$ cat config.mk
export PLATFORM = sky130hd
export DESIGN_NAME = audio_serializer
export DESIGN_NICKNAME = d
export VERILOG_FILES = /design/src/rtl/audio_serializer.sv
export SDC_FILE = /design/constraint.sdc
export NUM_CORES = 1
export LEC_CHECK = 0
export BUFFER_PORTS_ARGS = -buffer_cell sky130_fd_sc_hd__buf_2
export CAP_MARGIN = 5
export CORE_MARGIN = 5
export CORE_UTILIZATION = 58
export DETAILED_ROUTE_END_ITERATION = 8
export PLACE_DENSITY = 0.79
export SYNTH_ARGS = -nofsm -noshare
export SYNTH_HDL_FRONTEND = slang
export SYNTH_SLANG_ARGS = --single-unit
$ cat constraint.sdc
create_clock -name clock -period 4 [get_ports clock]
set_input_delay 0.6 -clock clock [delete_from_list [all_inputs] [get_ports clock]]
set_output_delay 0.6 -clock clock [all_outputs]
set_load 0.1 [all_outputs]
$ cat src/rtl/audio_serializer.sv
// audio_serializer
//   Serializes 18-bit stereo sample pairs into a 64-bit I2S frame
//   (two 32-bclk slots, MSB one bclk after the lrclk change, the rest of
//   the slot padded with zeros). A single-entry holding register sits between
//   the sample source and the frame shift registers, so a sample may arrive
//   at any point in the frame before the one that carries it.
//
// Parameters
//   BCLK_DIV     system clocks per bclk half-period (2..255)
//
// Ports
//   clock        system clock, rising edge
//   reset        asynchronous active-high reset
//   l_audio_in   left sample (two's complement)
//   r_audio_in   right sample (two's complement)
//   ready        one-cycle strobe, sample pair valid
//   enable       level, run the serial output
//   bclk         serial bit clock
//   lrclk        word select, 0 = left slot, 1 = right slot
//   sdata        serial data
//   frame_start  pulse at each frame load
//   underrun     pulse when a frame loads with no new sample
//   overrun      pulse when an unconsumed sample is overwritten
//   busy         high while running
module audio_serializer #(
    parameter int BCLK_DIV = 4
) (
    input  logic        clock,
    input  logic        reset,
    input  logic [17:0] l_audio_in,
    input  logic [17:0] r_audio_in,
    input  logic        ready,
    input  logic        enable,
    output logic        bclk,
    output logic        lrclk,
    output logic        sdata,
    output logic        frame_start,
    output logic        underrun,
    output logic        overrun,
    output logic        busy
);

    typedef enum logic {IDLE, RUN} state_t;

    localparam logic [7:0] DIV_LAST = 8'(BCLK_DIV - 1);

    state_t      state_q, state_d;
    logic [7:0]  div_q, div_d;
    logic [5:0]  bit_q, bit_d;
    logic        bclk_q, bclk_d;
    logic        lrclk_q, lrclk_d;
    logic        sdata_q, sdata_d;
    logic        fs_q, fs_d;
    logic        ur_q, ur_d;
    logic        ov_q, ov_d;
    logic        busy_q, busy_d;
    logic [17:0] hold_l_q, hold_l_d;
    logic [17:0] hold_r_q, hold_r_d;
    logic        valid_q, valid_d;
    logic [17:0] shl_q, shl_d;
    logic [17:0] shr_q, shr_d;
    logic        load;

    // Data for the bit position that the next bit step moves to.
    // Slot position p carries sample bit (18-p) for p = 1..18.
    logic [5:0] bit_inc;
    logic [4:0] pos;
    logic [4:0] sidx;
    logic       in_field;
    logic       slot_bit;

    assign bit_inc  = bit_q + 6'd1;
    assign pos      = bit_inc[4:0];
    assign sidx     = 5'd18 - pos;
    assign in_field = (pos != 5'd0) && (pos <= 5'd18);
    assign slot_bit = in_field && (bit_inc[5] ? shr_q[sidx] : shl_q[sidx]);

    always_comb begin
        state_d  = state_q;
        div_d    = div_q;
        bit_d    = bit_q;
        bclk_d   = bclk_q;
        lrclk_d  = lrclk_q;
        sdata_d  = sdata_q;
        hold_l_d = hold_l_q;
        hold_r_d = hold_r_q;
        valid_d  = valid_q;
        shl_d    = shl_q;
        shr_d    = shr_q;
        fs_d     = 1'b0;
        ur_d     = 1'b0;
        ov_d     = 1'b0;
        load     = 1'b0;

        case (state_q)
            IDLE: begin
                div_d   = '0;
                bit_d   = '0;
                bclk_d  = 1'b0;
                lrclk_d = 1'b0;
                sdata_d = 1'b0;
                if (enable) begin
                    state_d = RUN;
                    load    = 1'b1;
                end
            end
            RUN: begin
                if (div_q == DIV_LAST) begin
                    div_d  = '0;
                    bclk_d = ~bclk_q;
                    // bclk falling edge: advance one bit
                    if (bclk_q) begin
                        bit_d   = bit_inc;
                        lrclk_d = bit_inc[5];
                        sdata_d = slot_bit;
                        if (bit_q == 6'd63) begin
                            if (enable) load = 1'b1;
                            else        state_d = IDLE;
                        end
                    end
                end else begin
                    div_d = div_q + 8'd1;
                end
            end
            default: state_d = IDLE;
        endcase

        if (load) begin
            shl_d   = valid_q ? hold_l_q : '0;
            shr_d   = valid_q ? hold_r_q : '0;
            ur_d    = ~valid_q;
            fs_d    = 1'b1;
            valid_d = 1'b0;
        end

        // A strobe coincident with a load refills holding after the old
        // contents have been taken, so it is not an overrun.
        if (ready) begin
            hold_l_d = l_audio_in;
            hold_r_d = r_audio_in;
            valid_d  = 1'b1;
            ov_d     = valid_q & ~load;
        end
    end

    assign busy_d = (state_d == RUN);

    always_ff @(posedge clock or posedge reset) begin
        if (reset) begin
            state_q  <= IDLE;
            div_q    <= '0;
            bit_q    <= '0;
            bclk_q   <= 1'b0;
            lrclk_q  <= 1'b0;
            sdata_q  <= 1'b0;
            fs_q     <= 1'b0;
            ur_q     <= 1'b0;
            ov_q     <= 1'b0;
            busy_q   <= 1'b0;
            hold_l_q <= '0;
            hold_r_q <= '0;
            valid_q  <= 1'b0;
            shl_q    <= '0;
            shr_q    <= '0;
        end else begin
            state_q  <= state_d;
            div_q    <= div_d;
            bit_q    <= bit_d;
            bclk_q   <= bclk_d;
            lrclk_q  <= lrclk_d;
            sdata_q  <= sdata_d;
            fs_q     <= fs_d;
            ur_q     <= ur_d;
            ov_q     <= ov_d;
            busy_q   <= busy_d;
            hold_l_q <= hold_l_d;
            hold_r_q <= hold_r_d;
            valid_q  <= valid_d;
            shl_q    <= shl_d;
            shr_q    <= shr_d;
        end
    end

    assign bclk        = bclk_q;
    assign lrclk       = lrclk_q;
    assign sdata       = sdata_q;
    assign frame_start = fs_q;
    assign underrun    = ur_q;
    assign overrun     = ov_q;
    assign busy        = busy_q;

endmodule

**Yosys cells after proc, flatten, opt, wreduce, memory -nomap -nowiden**

Index checks and enable logic that the tools add are counted.

- Flip-flop bits (word level): 94
- Bits of input ports: 40
- Output and inout port bits: 7
- Word-level logic and storage cells: 67

- Add/sub/neg operators: 3
- Magnitude comparators: 2
- Equal/unequal tests: 4
- Multiplexer cells: 34
- Bitwise operators: 5
- Reductions and logical operators: 5

Operators with widths:

| kind | number |
|---|---|
| $mux 18 | 2 |
| $mux 1 | 20 |
| $pmux 8 s2 | 1 |
| $mux 6 | 2 |
| $pmux 6 s2 | 1 |
| $bmux 1 s5 | 2 |
| $pmux 1 s2 | 5 |
| $add 8x1->8 const B | 1 |
| $eq 8x2->1 const B | 1 |
| $mux 8 | 1 |
| $add 6x1->6 const B | 1 |
| $eq 6x6->1 const B | 1 |
| $lt 5x6->1 const B | 1 |
| $le 5x5->1 const B | 1 |
| $reduce_bool 5->1 | 1 |
| $sub 5x5->5 const A | 1 |
| $not 1->1 | 4 |
| $logic_and 1x1->1 | 2 |
| $ne 2x1->1 const B | 1 |
| $ne 2x2->1 const B | 1 |
| $reduce_and 2->1 | 1 |
| $reduce_bool 2->1 | 1 |
| $and 1x1->1 | 1 |

**Depth between registers and ports, before layout**

- Depth in word-level cells: 9
- Gate-level depth with buffers: 11

**Least setup slack after synthesis**

Ideal clock, no wire load.

- Path type: register to register
- Start: register bit_q[0]
- End: register sdata_q (netlist: sdata)
- Arrival: 2297 ps
- Setup slack: 1577 ps
- Cell stages (with the launch flop): 12
- Buffers on the path: 3
- Cells stage by stage: dfrtp_1 buf_6 buf_4 inv_1 ha_1 buf_4 nor2b_1 a22o_1 mux2_2 and3_2 o211ai_1 a21oi_1

- Longest elaborated chain between the ends: 9
- Elaborated cells on any way between the ends: 14

RTL lines:

| element | RTL line | RTL |
|---|---|---|
| start: declaration | 49 | `logic [5:0] bit_q, bit_d;` |
| start signal: assignment | 168 | `bit_q <= bit_d;` |
| $add 6x1->6 * | 72 | `assign bit_inc = bit_q + 6'd1;` |
| $sub 5x5->5 | 74 | `assign sidx = 5'd18 - pos;` |
| $bmux 1 s5 | 76 | `assign slot_bit = in_field && (bit_inc[5] ? shr_q[sidx] : shl_q[sidx]);` |
| $mux 1 (not written as such) | 76 |  |
| $mux 1 | 76 |  |
| $logic_and 1x1->1 * | 76 |  |
| $mux 1 * | 112 | `if (bclk_q) begin` |
| $mux 1 * | 108 | `if (div_q == DIV_LAST) begin` |
| $pmux 1 s2 * | 95 | `case (state_q)` |
| end signal: assignment | 171 | `sdata_q <= sdata_d;` |
| end: declaration | 52 | `logic sdata_q, sdata_d;` |

Mark *: on every way between the ends. The rest lies on a longest branch, timed or not. The select of a mux whose other input is x is not followed.
A chain may end at the register's enable or synchronous reset.

**Final worst setup path**

Same ends and word-level chain as after synthesis.

==> metrics.txt <==
Total Nets Final=464; clock latency of the later-clocked register in the worst-skew pair=roughly 0.37 ns; number of search-and-repair iterations in the first detailed-routing pass=6; count of boundary I/O pins=47; netlist area before placement=4320 µm²; share of synthesized flip-flops with an asynchronous set or reset=1.00; number of global-route vias before repair=between 2,000 and 3,000; area fraction in compound gates after synthesis=0.0773; count of pins over their slew limit=0; wire length of the first global-routing pass=13,500 µm; part of the Yosys area used for sequential elements=0.538; unrepaired setup endpoints after global routing=no; final hold slack=roughly 0.19 ns; initial core utilization=0.596; Synth cell types=50; gr usage total=0.190; largest vdd supply drop=291 µV; average via count per standard cell=between 5 and 6; area growth from synthesis to layout=9.87%; DRC viols=0; Slew headroom=0.215; required time worst endpoint=4.29 ns; leakage=between 2 and 2.5 nW; count of standard-cell rows=31; CTS Root Buffer Type=sky130_fd_sc_hd__clkbuf_8; final critical-path share of the clock period=0.792; depth of the most critical reg-to-reg path=8; YS warnings=0; highest clock rate=316 MHz; initial antenna violation count=0; endpoint of the worst-slack reg-to-reg timing path=sdata$_DFFE_PP0P_; predominant post-synthesis flop cell=sky130_fd_sc_hd__dfrtp_1; data arrival time at the worst-slack endpoint=3.46 ns; H-tree depth=3; # Max-Cap Violations=0; net count after synthesis=about 430; outcome=complete, no violations; number of design-rule violations left by the first detailed-router iteration=~130; synthesized flop and latch total=93; synthesized instance count=382; Max FO, Critical Path=18; Resize count post-CTS=0; Placer Congestion=0.856; Avg Synthesized Cell Area=11.3 µm²; Placeable Area=~7300 µm²; die width=between 90 and 100 µm; largest net degree at the start of global routing=40; Synth Area in Adders=0.0145; slew at the pin with the worst max-slew slack=1.18 ns; Setup Fix Bufs, Post-CTS=0; launching element type of the critical path=flip-flop; class of the most critical setup path=flip-flop to flip-flop; EDFF count, synth=0; crit end category=flip-flop; total wire length=roughly 7700 µm; crit path time final=~3.2 ns; number of fill cells in the layout=572; clock sink count=slightly above 90; total half-perimeter wirelength after legalization and detailed placement=5520 µm; post-cts hold buffer count=0; FF-to-FF setup slack=about 0.83 ns; startpoint of the worst register-to-register path=bit_q[0]$_DFFE_PP0P_; Post-Synth Simple-Gate Area=0.137; Clock Skew=between 0.01 and 0.015 ns; IO Port Bufs=46; clock tree buffer depth=2; residual overflow from global routing=0; Power per Cell Area=361 nW/µm²; TritonCTS clock tree=done; antenna diode count=0; share of the synthesized netlist area taken by xor and xnor gates=0.0402; largest family of logic cells by synthesized area=multiplexers; endpoints failing hold=0; total via count after detailed routing=~2,800; setup violation total in the final timing report=0; Worst-path clk slew=about 0.09 ns; total negative setup slack=0 ns; HP Class=input port to async pin; detailed-route wire length per cell=between 10 and 15 µm; area enclosed by the die boundary=9280 µm²; proportion of synthesized area in mux cells=0.152; final antenna-violating net count=0; CTS Buf Count=9; DIE HEIGHT=just under 100 µm; fraction of layout cells with a size suffix above 1=0.300
-- worst max-delay path by stage --
| stage | startpoint | endpoint | cells past startpoint |
|---|---|---|---|
| 2_1_floorplan | reset | bclk$_DFFE_PP0P_ | 1 |
| 3_3_place_gp | bit_q[0]$_DFFE_PP0P_ | sdata$_DFFE_PP0P_ | 8 |
| 3_5_place_dp | bit_q[0]$_DFFE_PP0P_ | sdata$_DFFE_PP0P_ | 8 |
| 4_1_cts | bit_q[0]$_DFFE_PP0P_ | sdata$_DFFE_PP0P_ | 8 |
| 5_1_grt | bit_q[0]$_DFFE_PP0P_ | sdata$_DFFE_PP0P_ | 8 |
| 6_report | bit_q[0]$_DFFE_PP0P_ | sdata$_DFFE_PP0P_ | 8 |
-- flip-flops by register name (all words and copies together) (netlist names), 6 cells and up --
| register | cells |
|---|---|
| bit_q | 6 |
| div_q | 8 |
| hold_l_q | 18 |
| hold_r_q | 18 |
| shl_q | 18 |
| shr_q | 18 |
-- cell usage in the layout (no fill, tap or decap), types with 4 or more instances in the layout --
master,Yosys,layout
sky130_fd_sc_hd__dfrtp_1,93,93
sky130_fd_sc_hd__nand2_1,83,82
sky130_fd_sc_hd__buf_2,2,46
sky130_fd_sc_hd__mux2_2,39,39
sky130_fd_sc_hd__o21ai_1,35,35
sky130_fd_sc_hd__nor2_1,14,14
sky130_fd_sc_hd__clkbuf_8,0,10
sky130_fd_sc_hd__nand3_1,8,8
sky130_fd_sc_hd__mux4_2,8,8
sky130_fd_sc_hd__and2_1,7,7
sky130_fd_sc_hd__xor2_1,7,7
sky130_fd_sc_hd__xnor2_1,6,6
sky130_fd_sc_hd__ha_1,5,5
sky130_fd_sc_hd__and3_1,4,4
sky130_fd_sc_hd__mux2i_1,4,4
sky130_fd_sc_hd__a21oi_1,4,4
sky130_fd_sc_hd__buf_4,2,4
-- cells by family after synthesis --
family          count (synthesis)
flops                          93
mux                            51
fa+ha+maj                       5
buf+inv                        28
xor+xnor                       16
simple gates                  132
compound gates                 57
-- per-stage QoR --
stage	instance area (µm²)	power [mW]	cells	util	worst slack, ns
after floorplan	4320	1.08	382	-	0.980
after global placement	4550	1.12	507	0.628	0.987
after detailed placement	4550	1.13	507	0.628	0.848
after CTS	4750	1.74	523	0.655	0.815
after global routing	4750	1.80	523	0.655	0.523
final	4750	1.72	523	0.655	0.830
-- Yosys cell counts, types with 2 or more instances --
cell type / instances / area share
sky130_fd_sc_hd__a21oi_1: 4 / 0.0046
sky130_fd_sc_hd__a22o_1: 2 / 0.0041
sky130_fd_sc_hd__a31oi_1: 2 / 0.0029
sky130_fd_sc_hd__and2_1: 7 / 0.010
sky130_fd_sc_hd__and3_1: 4 / 0.0058
sky130_fd_sc_hd__buf_2: 2 / 0.0023
sky130_fd_sc_hd__buf_4: 2 / 0.0035
sky130_fd_sc_hd__buf_6: 8 / 0.021
sky130_fd_sc_hd__clkbuf_1: 11 / 0.0095
sky130_fd_sc_hd__dfrtp_1: 93 / 0.54
sky130_fd_sc_hd__ha_1: 5 / 0.014
sky130_fd_sc_hd__inv_1: 4 / 0.0035
sky130_fd_sc_hd__mux2_2: 39 / 0.10
sky130_fd_sc_hd__mux2i_1: 4 / 0.0093
sky130_fd_sc_hd__mux4_2: 8 / 0.042
sky130_fd_sc_hd__nand2_1: 83 / 0.072
sky130_fd_sc_hd__nand3_1: 8 / 0.0093
sky130_fd_sc_hd__nand4_1: 2 / 0.0029
sky130_fd_sc_hd__nor2_1: 14 / 0.012
sky130_fd_sc_hd__o21ai_0: 3 / 0.0035
sky130_fd_sc_hd__o21ai_1: 35 / 0.041
sky130_fd_sc_hd__o21ai_2: 2 / 0.0041
sky130_fd_sc_hd__xnor2_1: 6 / 0.012
sky130_fd_sc_hd__xor2_1: 7 / 0.014
sky130_fd_sc_hd__xor2_2: 2 / 0.0075
-- report_power, final --
group          leakage, nW  total, mW  switching [mW]  internal [mW]
combinational        0.966      0.107          0.0532         0.0539
clock               0.0986      0.614           0.355          0.259
sequential            1.19      0.996          0.0196          0.976
total                 2.26       1.72           0.428           1.29
-- critical path: stages, from the launching register on --
cell and delay [ns]:
sky130_fd_sc_hd__dfrtp_1 0.84, sky130_fd_sc_hd__inv_1 0.17, sky130_fd_sc_hd__ha_1 0.70, sky130_fd_sc_hd__a21oi_1 0.15, sky130_fd_sc_hd__a211oi_2 0.24, sky130_fd_sc_hd__xor2_2 0.26, sky130_fd_sc_hd__mux2_2 0.36, sky130_fd_sc_hd__a32o_1 0.25
sky130_fd_sc_hd__a21oi_1 0.13
-- final cells by class --
cell class / instances / area, µm² / share of cell area
Tap cell: 99 / 124 / 0.0261
Timing Repair Buffer: 50 / 260 / 0.0548
Clock inverter: 6 / 61.3 / 0.0129
Inverter: 4 / 16.3 / 0.00342
Sequential cell: 93 / 2330 / 0.490
Clock buffer: 10 / 138 / 0.0290
Multi-Input combinational cell: 261 / 1820 / 0.384
-- layer usage --
layer	GRT usage	part of all wire	routed length (µm)
met2	0.319	0.50	3850
met1	0.242	0.44	3370
met5	0	0	0
met4	0.0666	0.014	106
met3	0.0453	0.046	355
No activity file was read; power rests on OpenSTA's default activity.
